## config.mk

```make
export PLATFORM = sky130hd
export DESIGN_NAME = iomem_copy_dma
export DESIGN_NICKNAME = d
export VERILOG_FILES = /design/src/rtl/game_soc_pkg.sv /design/src/rtl/iomem_beat_timer.sv /design/src/rtl/iomem_copy_dma.sv
export SDC_FILE = /design/constraint.sdc
export NUM_CORES = 1
export LEC_CHECK = 0
export BUFFER_PORTS_ARGS = -buffer_cell sky130_fd_sc_hd__buf_4
export CELL_PAD_IN_SITES_DETAIL_PLACEMENT = 1
export CELL_PAD_IN_SITES_GLOBAL_PLACEMENT = 1
export CORE_AREA = 4 4 134 200
export CTS_CLUSTER_SIZE = 12
export DETAILED_ROUTE_END_ITERATION = 6
export DIE_AREA = 0 0 138 204
export PLACE_DENSITY = 0.79
export SYNTH_ARGS = -nofsm -noshare
export SYNTH_HDL_FRONTEND = slang
export SYNTH_HIERARCHICAL = 1
export SYNTH_SLANG_ARGS = --single-unit
```

## constraint.sdc

```tcl
create_clock -name clk -period 3.25 [get_ports clk]
set_input_delay 0.325 -clock clk [delete_from_list [all_inputs] [get_ports clk]]
set_output_delay 0.325 -clock clk [all_outputs]
set_load 0.02 [all_outputs]
```

## src/rtl/game_soc_pkg.sv

```systemverilog
// ---------------------------------------------------------------------------
// game_soc_pkg
//   Shared constants for the picosoc iomem initiators of the game SoC.
//   - ST_IDLE / ST_READ / ST_WRITE : copy-engine state encoding
//   - WSTRB_READ / WSTRB_WORD      : iomem_wstrb values for a read beat and
//                                    a full-word write beat
// ---------------------------------------------------------------------------
package game_soc_pkg;

   localparam logic [1:0] ST_IDLE  = 2'd0;
   localparam logic [1:0] ST_READ  = 2'd1;
   localparam logic [1:0] ST_WRITE = 2'd2;

   localparam logic [3:0] WSTRB_READ = 4'h0;
   localparam logic [3:0] WSTRB_WORD = 4'hF;

   // Byte address step between consecutive words on the iomem bus.
   localparam logic [31:0] WORD_STEP = 32'd4;

   // Forces a byte address onto a word boundary.
   function automatic logic [31:0] word_align(input logic [31:0] byte_addr);
      return byte_addr & 32'hFFFF_FFFC;
   endfunction

endpackage

```

## src/rtl/iomem_beat_timer.sv

```systemverilog
// ---------------------------------------------------------------------------
// iomem_beat_timer
//   Counts the cycles a single iomem beat spends waiting for iomem_ready.
//   Ports:
//     clk      system clock
//     resetn   asynchronous active-low reset
//     start    clears the counter (held while no beat is on the bus)
//     run      beat is waiting this cycle (valid high, ready low)
//     expired  high in the TIMEOUT-th waiting cycle of a beat, so the
//              initiator drops valid on that edge and valid has been high
//              for exactly TIMEOUT cycles
//   Parameter:
//     TIMEOUT  waiting cycles allowed per beat (values below 1 act as 1)
// ---------------------------------------------------------------------------
module iomem_beat_timer #(
   parameter int TIMEOUT = 255
) (
   input  logic clk,
   input  logic resetn,
   input  logic start,
   input  logic run,
   output logic expired
);

   localparam int T_EFF = (TIMEOUT < 1) ? 1 : TIMEOUT;
   localparam int CW    = $clog2(T_EFF + 1);
   // The counter holds the number of waiting cycles already elapsed, so the
   // last permitted cycle is the one where it equals T_EFF-1.
   localparam logic [CW-1:0] LIMIT = CW'(T_EFF - 1);

   logic [CW-1:0] count_reg;
   logic [CW-1:0] count_next;

   always_comb begin
      count_next = count_reg;
      if (start) begin
         count_next = '0;
      end else if (run && (count_reg != LIMIT)) begin
         count_next = count_reg + CW'(1);
      end
   end

   always_ff @(posedge clk or negedge resetn) begin
      if (!resetn) begin
         count_reg <= '0;
      end else begin
         count_reg <= count_next;
      end
   end

   assign expired = run && !start && (count_reg == LIMIT);

endmodule

```

## src/rtl/iomem_copy_dma.sv

```systemverilog
// ---------------------------------------------------------------------------
// iomem_copy_dma
//   picosoc iomem bus initiator that copies len words from src to dst
//   (read beat then write beat per word) or fills dst with a constant.
//   Used by the CPU to offload tile/texture uploads into video memory.
//
//   Ports:
//     clk, resetn        clock, asynchronous active-low reset
//     cmd_valid/ready    command handshake; cmd_ready is high only in IDLE
//     cmd_fill           1 = fill, 0 = copy
//     cmd_src, cmd_dst   byte addresses, low two bits ignored
//     cmd_len            word count (0 completes immediately, no bus traffic)
//     cmd_fill_data      constant written in fill mode
//     abort              stop after the beat currently on the bus
//     busy               high while reading or writing
//     done / err         one-cycle completion / abort-or-timeout pulses
//     words_done         words written by the current or last command
//     iomem_*            picosoc iomem initiator interface
//
//   Parameters:
//     LEN_BITS  width of the word-count field
//     TIMEOUT   cycles one beat may wait for iomem_ready before giving up
// ---------------------------------------------------------------------------
module iomem_copy_dma
   import game_soc_pkg::*;
#(
   parameter int LEN_BITS = 16,
   parameter int TIMEOUT  = 255
) (
   input  logic                clk,
   input  logic                resetn,

   input  logic                cmd_valid,
   output logic                cmd_ready,
   input  logic                cmd_fill,
   input  logic [31:0]         cmd_src,
   input  logic [31:0]         cmd_dst,
   input  logic [LEN_BITS-1:0] cmd_len,
   input  logic [31:0]         cmd_fill_data,
   input  logic                abort,

   output logic                busy,
   output logic                done,
   output logic                err,
   output logic [LEN_BITS-1:0] words_done,

   output logic                iomem_valid,
   input  logic                iomem_ready,
   output logic [3:0]          iomem_wstrb,
   output logic [31:0]         iomem_addr,
   output logic [31:0]         iomem_wdata,
   input  logic [31:0]         iomem_rdata
);

   genvar gi;

   // ---------------------------------------------------------------------
   // State
   // ---------------------------------------------------------------------
   logic [1:0]          state_reg,      state_next;
   logic                valid_reg,      valid_next;
   logic [31:0]         src_reg,        src_next;
   logic [31:0]         dst_reg,        dst_next;
   logic [LEN_BITS-1:0] len_reg,        len_next;
   logic                fill_mode_reg,  fill_mode_next;
   logic [31:0]         fill_data_reg,  fill_data_next;
   logic [31:0]         data_reg,       data_next;
   logic [LEN_BITS-1:0] words_done_reg, words_done_next;
   logic                abort_flag_reg, abort_flag_next;
   logic                done_reg,       done_next;
   logic                err_reg,        err_next;

   logic                timer_expired;
   logic                abort_seen;
   logic [LEN_BITS-1:0] words_inc;
   logic [31:0]         wdata_sel;

   // An abort raised in the same cycle as a beat's ready still ends the
   // command after that beat, so the live input is merged with the flag.
   assign abort_seen = abort_flag_reg || abort;
   assign words_inc  = words_done_reg + LEN_BITS'(1);

   // ---------------------------------------------------------------------
   // Per-beat timeout. The counter is held clear whenever valid is low,
   // which covers both IDLE and the one-cycle gap between beats.
   // ---------------------------------------------------------------------
   iomem_beat_timer #(
      .TIMEOUT (TIMEOUT)
   ) u_beat_timer (
      .clk     (clk),
      .resetn  (resetn),
      .start   (!valid_reg),
      .run     (valid_reg && !iomem_ready),
      .expired (timer_expired)
   );

   // ---------------------------------------------------------------------
   // Next-state logic
   // ---------------------------------------------------------------------
   always_comb begin
      state_next      = state_reg;
      valid_next      = valid_reg;
      src_next        = src_reg;
      dst_next        = dst_reg;
      len_next        = len_reg;
      fill_mode_next  = fill_mode_reg;
      fill_data_next  = fill_data_reg;
      data_next       = data_reg;
      words_done_next = words_done_reg;
      abort_flag_next = abort_flag_reg;
      done_next       = 1'b0;
      err_next        = 1'b0;

      case (state_reg)
         ST_IDLE: begin
            if (cmd_valid) begin
               src_next        = word_align(cmd_src);
               dst_next        = word_align(cmd_dst);
               len_next        = cmd_len;
               fill_mode_next  = cmd_fill;
               fill_data_next  = cmd_fill_data;
               words_done_next = '0;
               abort_flag_next = 1'b0;
               if (cmd_len == '0) begin
                  // Nothing to move: acknowledge and stay idle.
                  done_next = 1'b1;
               end else begin
                  state_next = cmd_fill ? ST_WRITE : ST_READ;
                  valid_next = 1'b1;
               end
            end
         end

         ST_READ, ST_WRITE: begin
            if (abort) begin
               abort_flag_next = 1'b1;
            end

            if (!valid_reg) begin
               // Gap cycle between beats: no beat is in flight, so an
               // abort can take effect without waiting for the bus.
               if (abort_seen) begin
                  state_next = ST_IDLE;
                  err_next   = 1'b1;
               end else begin
                  valid_next = 1'b1;
               end
            end else if (iomem_ready) begin
               valid_next = 1'b0;
               if (state_reg == ST_READ) begin
                  data_next = iomem_rdata;
                  src_next  = src_reg + WORD_STEP;
                  if (abort_seen) begin
                     state_next = ST_IDLE;
                     err_next   = 1'b1;
                  end else begin
                     state_next = ST_WRITE;
                  end
               end else begin
                  dst_next        = dst_reg + WORD_STEP;
                  words_done_next = words_inc;
                  // The final write completing outranks a coincident abort.
                  if (words_inc == len_reg) begin
                     state_next = ST_IDLE;
                     done_next  = 1'b1;
                  end else if (abort_seen) begin
                     state_next = ST_IDLE;
                     err_next   = 1'b1;
                  end else begin
                     state_next = fill_mode_reg ? ST_WRITE : ST_READ;
                  end
               end
            end else if (timer_expired) begin
               // Responder never answered: abandon the beat uncounted.
               valid_next = 1'b0;
               state_next = ST_IDLE;
               err_next   = 1'b1;
            end
         end

         default: begin
            state_next = ST_IDLE;
            valid_next = 1'b0;
         end
      endcase
   end

   // ---------------------------------------------------------------------
   // Registers
   // ---------------------------------------------------------------------
   always_ff @(posedge clk or negedge resetn) begin
      if (!resetn) begin
         state_reg      <= ST_IDLE;
         valid_reg      <= 1'b0;
         src_reg        <= '0;
         dst_reg        <= '0;
         len_reg        <= '0;
         fill_mode_reg  <= 1'b0;
         fill_data_reg  <= '0;
         data_reg       <= '0;
         words_done_reg <= '0;
         abort_flag_reg <= 1'b0;
         done_reg       <= 1'b0;
         err_reg        <= 1'b0;
      end else begin
         state_reg      <= state_next;
         valid_reg      <= valid_next;
         src_reg        <= src_next;
         dst_reg        <= dst_next;
         len_reg        <= len_next;
         fill_mode_reg  <= fill_mode_next;
         fill_data_reg  <= fill_data_next;
         data_reg       <= data_next;
         words_done_reg <= words_done_next;
         abort_flag_reg <= abort_flag_next;
         done_reg       <= done_next;
         err_reg        <= err_next;
      end
   end

   // ---------------------------------------------------------------------
   // Outputs
   // ---------------------------------------------------------------------
   assign cmd_ready  = (state_reg == ST_IDLE);
   assign busy       = (state_reg != ST_IDLE);
   assign done       = done_reg;
   assign err        = err_reg;
   assign words_done = words_done_reg;

   assign iomem_valid = valid_reg;

   // Address, strobe and data only change on the edge that retires a beat
   // (which also drops valid), so they are stable while valid is high.
   // They are zeroed while valid is low to keep the bus quiet when idle.
   assign iomem_addr  = !valid_reg              ? 32'h0   :
                        (state_reg == ST_READ) ? src_reg : dst_reg;
   assign iomem_wstrb = (valid_reg && (state_reg == ST_WRITE)) ? WSTRB_WORD
                                                               : WSTRB_READ;

   assign wdata_sel = fill_mode_reg ? fill_data_reg : data_reg;

   // Each byte lane carries data only when its strobe is set.
   generate
      for (gi = 0; gi < 4; gi++) begin : g_wdata_lane
         assign iomem_wdata[8*gi +: 8] = iomem_wstrb[gi] ? wdata_sel[8*gi +: 8]
                                                         : 8'h00;
      end
   endgenerate

endmodule

```

Yosys cells after proc, flatten, opt, wreduce, memory -nomap -nowiden
Cells that the tools add are included.
{"block": "word_totals", "ff_bits": 175, "inputBits": 150, "word_cells": 113}
{"block": "classes", "addsub": 4, "eq_ne": 15, "muxes": 62, "reduce_logical": 19}
{"operator": "$mux 32", "n": 11}
{"operator": "$pmux 32 s2", "n": 2}
{"operator": "$add 32x3->32 const B", "n": 2}
{"operator": "$mux 16", "n": 4}
{"operator": "$mux 8", "n": 6}
{"operator": "$pmux 16 s2", "n": 1}
{"operator": "$mux 2", "n": 12}
{"operator": "$mux 1", "n": 21}
{"operator": "$add 16x1->16 const B", "n": 1}
{"operator": "$eq 16x16->1", "n": 1}
{"operator": "$logic_not 16->1", "n": 1}
{"operator": "$ne 2x2->1 const B", "n": 7}
{"operator": "$reduce_and 5->1", "n": 2}
{"operator": "$add 8x1->8 const B", "n": 1}
{"operator": "$eq 8x8->1 const B", "n": 1}
{"operator": "$ne 8x8->1 const B", "n": 1}
{"operator": "$reduce_and 4->1", "n": 2}
{"operator": "$pmux 1 s2", "n": 3}
{"operator": "$logic_and 1x1->1", "n": 5}
{"operator": "$mux 4", "n": 1}
{"operator": "$ne 4x4->1 const B", "n": 1}
{"operator": "$pmux 2 s2", "n": 1}
{"operator": "$reduce_and 2->1", "n": 2}
{"operator": "$reduce_bool 2->1", "n": 2}
{"operator": "other kinds (9)", "n": 9}

Longest topological paths before layout
{"block": "depth", "depth_word": 8, "depth_mapped": 12}

Hierarchy
The synthesis kept the hierarchy.
{"mod": "iomem_copy_dma", "n_inst": 1, "cells_each": 993, "area_each_um2": 9539.1, "seq_area_each_um2": 4078.9}
{"mod": "iomem_beat_timer", "n_inst": 1, "cells_each": 57, "area_each_um2": 538.0, "seq_area_each_um2": 200.2}

Worst setup path before layout
No wires, ideal clock.
{"block": "synth_path", "path_kind": "register -> register", "from": "reg state_reg[0]", "to": "reg dst_reg[10]", "setup_time_ns": 0.130, "arrival_ns": 2.384, "setup_slack_ns": 0.736, "path_stages_with_launch": 12, "path_cell_list": "dfrtp_1 > inv_1 > ha_1 > clkbuf_1 > inv_1 > a21boi_0 > or3_1 > clkbuf_1 > clkbuf_1 > nor2_1 > a22oi_1 > o21ai_0"}
{"block": "synth_via", "word_cells_on_any_way": 11}
{"item": "from (decl)", "line": "iomem_copy_dma.sv:60", "source": "logic [1:0] state_reg, state_next;"}
{"item": "from (signal assigned)", "line": "iomem_copy_dma.sv:206", "source": "state_reg <= state_next;"}
{"item": "$logic_not 2->1 (*)"}
{"item": "named net cmd_ready", "line": "iomem_copy_dma.sv:34", "source": "output logic cmd_ready,"}
{"item": "$ne 2x2->1 (no source line) or $reduce_bool 2->1 (tied branches)"}
{"item": "$reduce_and 5->1 (no source line)"}
{"item": "to (signal assigned)", "line": "iomem_copy_dma.sv:209", "source": "dst_reg <= dst_next;"}
{"item": "to (decl)", "line": "iomem_copy_dma.sv:63", "source": "logic [31:0] dst_reg, dst_next;"}
The timed path passes the listed nets; every way through them passes the cells marked *.
A chain may end at the register's enable or synchronous reset.

Final worst setup path
{"block": "layout_path", "from": "reg state_reg[1]", "to": "reg words_done_reg[11] (netlist: words_done[11])"}
{"block": "layout_via", "elab_chain_cells": 4, "word_cells_on_any_way": 11}
{"item": "$eq 2x1->1 or $eq 2x2->1 (tied branches)", "line": "iomem_copy_dma.sv:114, iomem_copy_dma.sv:150"}
{"item": "$reduce_or 2->1", "line": "iomem_copy_dma.sv:114", "source": "case (state_reg)"}
{"item": "$ne 2x2->1 (no source line) or $reduce_bool 2->1 (tied branches)"}
{"item": "$reduce_and 5->1 (no source line)"}
{"item": "to (signal assigned)", "line": "iomem_copy_dma.sv:214", "source": "words_done_reg <= words_done_next;"}
{"item": "to (decl)", "line": "iomem_copy_dma.sv:68", "source": "logic [LEN_BITS-1:0] words_done_reg, words_done_next;"}
Parallel ways exist; a longest one is shown, timed or not.

==> impl_metrics.env <==
export IMPL_status="completed"
export IMPL_path_class="reg -> reg"
export IMPL_critPathMaxFanout=78
export IMPL_diodes=0
export IMPL_drc_errors=0
export IMPL_pre_cts_ws_ns=0.492
export IMPL_viasPerCell=5.63
export IMPL_ys_types=72
export IMPL_clk_latency_ns=0.43
export IMPL_grt_max_degree=83
export IMPL_wire_per_inst_um=19.5
export IMPL_synthTopCellsByArea="dfrtp_1 (42%), mux2i_1 (9.1%), mux2_2 (9.1%)"
export IMPL_grt_pass1_wl_um=49900
export IMPL_first_pass_iters=4
export IMPL_ys_seq_area_frac=0.425
export IMPL_slew_headroom=0.352
export IMPL_grtUsageTotal=0.217
export IMPL_syn_area_um2=10100
export IMPL_fmax_mhz=359
export IMPL_nets=1405
export IMPL_synth_edf_count=0
export IMPL_initial_utilization=0.402
export IMPL_fillers=2885
export IMPL_stdcell_area_um2=12700
export IMPL_synth_avg_cell_area_um2=9.60
export IMPL_grt_pass1_vias=9503
export IMPL_io_buffers=232
export IMPL_ir_worst_vdd_mv=0.521
export IMPL_grt_overflow_total=0
export IMPL_place_inst=1554
export IMPL_wl_um=30900
export IMPL_rsz0062_at_grt="false"
export IMPL_synthMostInstantiatedCell="dfrtp_1"
export IMPL_power_density_nw_per_um2=916
export IMPL_seq_area_um2=4280
export IMPL_maxCapViolations=0
export IMPL_slew_violations=0
export IMPL_fin_crit_ns=2.78
export IMPL_worst_setup_path_end_kind="flip-flop"
export IMPL_dp_hpwl_um=22700
export IMPL_core_area_um2=25100
export IMPL_synth_top_cell_area_share=0.425
export IMPL_cts_root_buf="clkbuf_16"
export IMPL_layoutNonFillerInstCount=1587
export IMPL_cp_start_kind="flip-flop"
export IMPL_yosys_top_cells_count="dfrtp_1 (171), nand2_1 (94), mux2i_1 (92)"
export IMPL_skew_ns=0.00866
export IMPL_htree_levels=4
export IMPL_placed_cell_area_um2=12000
export IMPL_ys_seq_elements=171
export IMPL_cts_sinks=171
export IMPL_clkTransAtPathRegs_ns=0.07
export IMPL_yosysWarnings=6
export IMPL_cts_buffer_depth=2
export IMPL_finalHoldViolCount=0
export IMPL_rows=71
export IMPL_die_y_um=204
export IMPL_syn_inst=1050
export IMPL_post_route_period_util=0.856
export IMPL_cts_resized=0
export IMPL_hp_class="in -> reg"
export IMPL_required_ns=3.58
export IMPL_place_gp_congestion=0.789
export IMPL_cts_inserted_buffers=17
export IMPL_synthArstFlopShare=1.00
export IMPL_area_growth_synth_to_final_pct=25.5
export IMPL_leakage_nw=5.67
export IMPL_drive_above_1_share=0.311
export IMPL_layout_setup_ws_ns=0.468
export IMPL_die_area_um2=28200
export IMPL_synth_area_leader_cell="dfrtp_1"
export IMPL_die_w_um=138
export IMPL_synth_top_flop_cell="dfrtp_1"
export IMPL_setup_viol=0
export IMPL_antenna_found_initial=0
export IMPL_pin_count=239
export IMPL_initialDrtViolationCount=448
export IMPL_ant_nets=0
export IMPL_cts_tree="done"
export IMPL_vias=8931
export IMPL_worst_pin_slew_ns=0.948
export IMPL_multi_input_area_um2=5370
export IMPL_arrival_ns=3.11
export IMPL_fin_setup_tns_ns=0
[per-stage QoR]
stage	hold WS (ns)	utilization	total power [mW]
after global placement	0.436	0.481	9.30
after floorplan	0.0294	-	7.77
after global routing	0.0995	0.505	12.5
after CTS	0.0958	0.505	11.7
final	0.119	0.505	11.6
after detailed placement	0.429	0.481	9.58
[critical path: stages (launching register included)]
cell     delay [ns]
dfrtp_1        0.39
inv_1          0.08
ha_2           0.36
buf_4          0.72
nand2_1        0.63
o31ai_1        0.43
[logic make-up after synthesis]
logic type | share of synthesized area
AOI/OAI and AO/OA | 0.136
xor gates and xnor gates | 0.0181
adders and majority gates | 0.0112
buffers and inverters | 0.0454
DFF | 0.425
muxes | 0.187
other | 0.000372
and+or+nand+nor | 0.177
[final timing paths]
check	to	start	depth (start not counted)	slack, ns
setup / recovery	words_done[11]	state_reg[1]	5	0.47
hold / removal	fill_data_reg[11]	cmd_fill_data[11]	2	0.12
setup reg to reg	words_done[11]	state_reg[1]	5	0.47
hold reg to reg	data_reg[18]	data_reg[18]	1	0.50
max in group asynchronous	dst_reg[8]	resetn	3	1.87
min in group asynchronous	fill_data_reg[4]	resetn	2	0.51
[where the power goes]
group / total (mW) / leakage, nW / internal (mW) / switching (mW)
sequential: 4.08 / 2.10 / 3.09 / 0.993
clock: 2.09 / 0.286 / 1.17 / 0.915
combinational: 5.43 / 3.29 / 2.39 / 3.04
total: 11.6 / 5.67 / 6.64 / 4.95
[layout by cell type (no fill, tap or decap), drive strengths merged, types with 30 or more instances in the layout]
| cell | instances |
|---|---|
| dfrtp | 171 |
| o21ai | 43 |
| nand3 | 48 |
| a21oi | 76 |
| mux2 | 85 |
| nand4 | 30 |
| mux2i | 92 |
| o22ai | 54 |
| nand2 | 95 |
| buf | 251 |
| nor2 | 90 |
[cell type report]
class | count | share of cell area
sequential | 171 | 0.338
timing repair buffer | 252 | 0.152
tap | 328 | 0.0324
clock inverter | 14 | 0.0127
inverter | 19 | 0.00564
clock buffer | 18 | 0.0347
multi-input combinational | 785 | 0.424
[layer usage]
metal,part of all wire,wire length [um],GRT usage
met5,0,0,0
met4,0.016,503,0.0671
met3,0.066,2040,0.0653
met2,0.53,16500,0.397
met1,0.38,11900,0.242
[timing repair]
item / CTS / global route
hold buffers: 1 / 0
buffers inserted: 0 / 0
hold endpoints to repair: 79 / 0
(Power assumes the default switching activity.)
